<file path="config.mk">
export PLATFORM = sky130hd
export DESIGN_NAME = mips_id_stage
export DESIGN_NICKNAME = d
export VERILOG_FILES = /design/src/rtl/mips_id_stage.sv
export SDC_FILE = /design/constraint.sdc
export NUM_CORES = 2
export LEC_CHECK = 0
export CAP_MARGIN = 25
export CORE_MARGIN = 5
export CORE_UTILIZATION = 55
export CTS_CLUSTER_DIAMETER = 200
export DETAILED_ROUTE_END_ITERATION = 16
export PLACE_DENSITY = 0.74
export SYNTH_ARGS = -nofsm -noshare
export SYNTH_HDL_FRONTEND = slang
export SYNTH_SLANG_ARGS = --single-unit
</file>
<file path="constraint.sdc">
create_clock -name clk -period 2.1 [get_ports clk]
set_input_delay 0.42 -clock clk [delete_from_list [all_inputs] [get_ports clk]]
set_output_delay 0.42 -clock clk [all_outputs]
set_load 0.05 [all_outputs]
</file>
<file path="src/rtl/mips_id_stage.sv">
// rtl/mips_id_stage.sv - MIPS decode stage: control decode, 32x32 regfile, sign extend, ID/EX register
// Optional macro WB_BYPASS_EN: same-cycle writeback data forwarded onto the read ports.
module mips_id_stage (
    input  logic        clk,
    input  logic        rst_n,
    input  logic [31:0] ID_ir,
    input  logic [31:0] ID_npc,
    input  logic        WB_wen,
    input  logic [31:0] WB_wdata,
    input  logic [4:0]  WB_rd,
    output logic [1:0]  EX_ctlwb,
    output logic [2:0]  EX_ctlm,
    output logic [3:0]  EX_ctlex,
    output logic [31:0] EX_npc,
    output logic [31:0] EX_rd1,
    output logic [31:0] EX_rd2,
    output logic [31:0] EX_imm,
    output logic [4:0]  EX_rt,
    output logic [4:0]  EX_rd
);

    localparam logic [5:0] OP_RTYPE = 6'h00;
    localparam logic [5:0] OP_LW    = 6'h23;
    localparam logic [5:0] OP_SW    = 6'h2B;
    localparam logic [5:0] OP_BEQ   = 6'h04;

    logic [5:0]  op;
    logic [4:0]  rs;
    logic [4:0]  rt;
    logic [4:0]  rd;
    logic [31:0] imm;
    logic [1:0]  ctlwb;
    logic [2:0]  ctlm;
    logic [3:0]  ctlex;
    logic [31:0] rd1;
    logic [31:0] rd2;
    logic [31:0] regs [32];
    logic        wb_write;

    assign op  = ID_ir[31:26];
    assign rs  = ID_ir[25:21];
    assign rt  = ID_ir[20:16];
    assign rd  = ID_ir[15:11];
    assign imm = {{16{ID_ir[15]}}, ID_ir[15:0]};

    assign wb_write = WB_wen && (WB_rd != 5'd0);

    // Unknown opcodes decode to an all-zero bubble.
    always_comb begin
        ctlwb = 2'b00;
        ctlm  = 3'b000;
        ctlex = 4'b0000;
        case (op)
            OP_RTYPE: begin ctlex = 4'b1100; ctlm = 3'b000; ctlwb = 2'b10; end
            OP_LW:    begin ctlex = 4'b0001; ctlm = 3'b010; ctlwb = 2'b11; end
            OP_SW:    begin ctlex = 4'b0001; ctlm = 3'b001; ctlwb = 2'b00; end
            OP_BEQ:   begin ctlex = 4'b0010; ctlm = 3'b100; ctlwb = 2'b00; end
            default:  begin ctlex = 4'b0000; ctlm = 3'b000; ctlwb = 2'b00; end
        endcase
    end

    always_ff @(posedge clk or negedge rst_n) begin
        if (!rst_n) begin
            for (int i = 0; i < 32; i++) begin
                regs[i] <= 32'd0;
            end
        end else if (wb_write) begin
            regs[WB_rd] <= WB_wdata;
        end
    end

    always_comb begin
        rd1 = (rs == 5'd0) ? 32'd0 : regs[rs];
        rd2 = (rt == 5'd0) ? 32'd0 : regs[rt];
`ifdef WB_BYPASS_EN
        if (wb_write && (WB_rd == rs)) begin
            rd1 = WB_wdata;
        end
        if (wb_write && (WB_rd == rt)) begin
            rd2 = WB_wdata;
        end
`endif
    end

    always_ff @(posedge clk or negedge rst_n) begin
        if (!rst_n) begin
            EX_ctlwb <= 2'b00;
            EX_ctlm  <= 3'b000;
            EX_ctlex <= 4'b0000;
            EX_npc   <= 32'd0;
            EX_rd1   <= 32'd0;
            EX_rd2   <= 32'd0;
            EX_imm   <= 32'd0;
            EX_rt    <= 5'd0;
            EX_rd    <= 5'd0;
        end else begin
            EX_ctlwb <= ctlwb;
            EX_ctlm  <= ctlm;
            EX_ctlex <= ctlex;
            EX_npc   <= ID_npc;
            EX_rd1   <= rd1;
            EX_rd2   <= rd2;
            EX_imm   <= imm;
            EX_rt    <= rt;
            EX_rd    <= rd;
        end
    end

endmodule

</file>
==> run metrics <==
Row Count=118; Clock transition at path regs=0.06 ns; GPL Wtd Cong=0.9111; period utilization=98.62%; hold path start=ID_ir[17]; die width=333.7 µm; final setup TNS=0 ns; area grow syn2layout=20.90%; synthesized cell area=0.05762 mm²; share of post-route cells with drive strength above 1=46.65%; skew final=0.02638 ns; syn nets=3967; worst r2r src=regs[560]; Global Route Usage Sum=32.43%; synth unique cells=43; CTS Buf Count=130; synthesized instance count=3863; synth top area cells=dfrtp_1 (50%), mux2_2 (17%), mux4_2 (14%); setup violators final=0; routed via count=38888; critical path peak fanout=11; top-count cell post-synth=dfrtp_1; drt first pass iters=5; synthesized flop and latch total=1148; largest net degree at the start of global routing=98; io pins=251; CTS tree=built; Clk Latency, worst-skew pair=0.74 ns; final hold vios=0; vias per std cell=6.763; first-pass GRT wire length=270300 µm; H-tree depth=4; post-synthesis sequential area ratio=49.86%; RR Endpoint=EX_rd1[16]; outcome=finished clean; DIE AREA=0.1113 mm²; WL per Instance=31.53 µm; dpl cell area=0.06551 mm²; NumNets Final=4381; Worst-Margin Slew=0.7288 ns; Starting Density=55.52%; Leak Pwr=31.20 nW; Reg2Reg Setup Slack=0.06 ns; relative max-transition margin=50.16%; core outline area=0.1038 mm²; peak supply drop=0.6854 mV; GRT overflow=0; initial antenna violation count=6; drc violations=0; routed wire length=181300 µm; Async SR Flop Fraction=100.0%; fin crit period=2.071 ns; Hold Crit Class=input port to flop; Hold Path Stages=2; Port Buffer Count=250; DP HPWL=121700 µm; Mean Syn Cell Area=14.92 µm²; Setup Crit Path Kind=input port to flop; Synth top cells by count=dfrtp_1 (1148), mux2_2 (880), mux4_2 (368), mux2i_1 (318), clkbuf_1 (257); Synth Flop Type=dfrtp_1; Min-Delay Endpoint=EX_rt[1]; Critical Path End Type=flop; Yosys top cell by area=dfrtp_1; Pins Over Slew Limit=0; Max clock buf depth=3; PD cells=934.4 mW/mm²; critical path arrival=2.65 ns; Post-synth EDFFs=0; design area=0.06967 mm²; chip height=333.7 µm; Max-Cap Viols=0; # clock sinks=1148; R2R depth=4; Ys Warns=0; critical path required time=2.68 ns; clock root cell=clkbuf_16; RSZ-0062 raised after global routing=false; First DRT Iteration DRCs=4124; top cell type's share of synthesized area=49.86%; type of element launching the critical path=input port; vias in the first global route=40553; Peak Freq=482.8 MHz; post-route ant nets=0
-- report_power, final --
group	leakage (nW)	internal (mW)	switching, mW
clock	2.09	13.4	9.18
combinational	14.5	7.48	5.71
sequential	14.6	26.1	3.18
total	31.2	47.0	18.1
-- metrics by stage --
stage	cells	power (mW)	util (%)	worst slack, ns	hold WS [ns]
finish	5750	65.09	67.12	0.02888	0.06403
global route	5750	67.58	67.12	0.01120	0.04839
CTS	5749	65.24	67.11	0.0007798	0.02031
detailed placement	5523	42.72	63.12	-0.7302	0.3074
global placement	5523	42.17	63.12	-0.7145	0.3111
floorplan	3863	37.78	-	-0.07367	0.1244
-- layer usage --
layer  GRT usage [%]  up-vias  wire length, µm
met3           6.480      534            15070
li1                -    15704                -
met4           14.27        4             9374
met5               0        -               32
met2           51.20     2001            85120
met1           44.26    20645            71720
-- cell type report --
class | instances | area (µm²)
clock buffers | 187 | 3844
flip-flops and latches | 1148 | 28730
diodes | 1 | 2.502
repair buffers | 735 | 8021
inverters | 3 | 11.26
multi-input cells | 2259 | 26960
well taps | 1380 | 1727
clock inverters | 37 | 369.1
fillers | 7279 | 34130
-- worst max path at each step --
stage,start,endpoint
6_report,ID_ir[24],EX_rd1[16]
5_1_grt,regs[521],EX_rd1[9]
4_1_cts,regs[534],EX_rd1[22]
3_5_place_dp,ID_ir[24],EX_rd1[14]
3_3_place_gp,ID_ir[24],EX_rd1[14]
2_1_floorplan,ID_ir[23],EX_rd1[16]
-- state kept, by name, summed over array words and instances (netlist names), 3 cells and up --
signal	cells
EX_imm	14
EX_rd2	32
EX_ctlex	3
regs	1024
EX_npc	32
EX_rt	5
EX_rd1	32
EX_ctlm	3
-- critical path: stages --
cell,delay [ns]
clkdlybuf4s50_1,0.46
buf_4,0.18
or3_4,0.32
buf_4,0.33
o22ai_1,0.11
a2111oi_0,0.63
nor3_1,0.18
-- timing repair --
| item | in CTS | in global routing |
|---|---|---|
| hold buffers | 2 | 0 |
| setup buffers | 0 | 0 |
| endpoints found under the setup margin | 136 | 5 |
| hold endpoints to repair | 401 | 0 |
| resized for setup | 156 | 6 |
-- cells by family after synthesis --
kind of cell    share of synthesized area (%)
buf+inv                                 3.817
simple gates                            1.722
mux                                     39.61
compound gates                          4.999
flops                                   49.86
-- placed cells by master (no fill, tap or decap), drive strengths merged, types with 20 or more instances in the layout --
cell type and instances:
nor2 24, clkbuf 189, mux2 1008, dfrtp 1148, buf 524, a2111oi 31
nor2b 38, a22o 62, a21oi 32, clkdlybuf4s50 94, mux2i 318, nor3 50
a22oi 96, o221ai 31, dlygate4sd2 95, o22ai 48, mux4 368, nand2 20
a211oi 64, clkinv 23
Note: power is estimated with default switching activity, not from simulation.
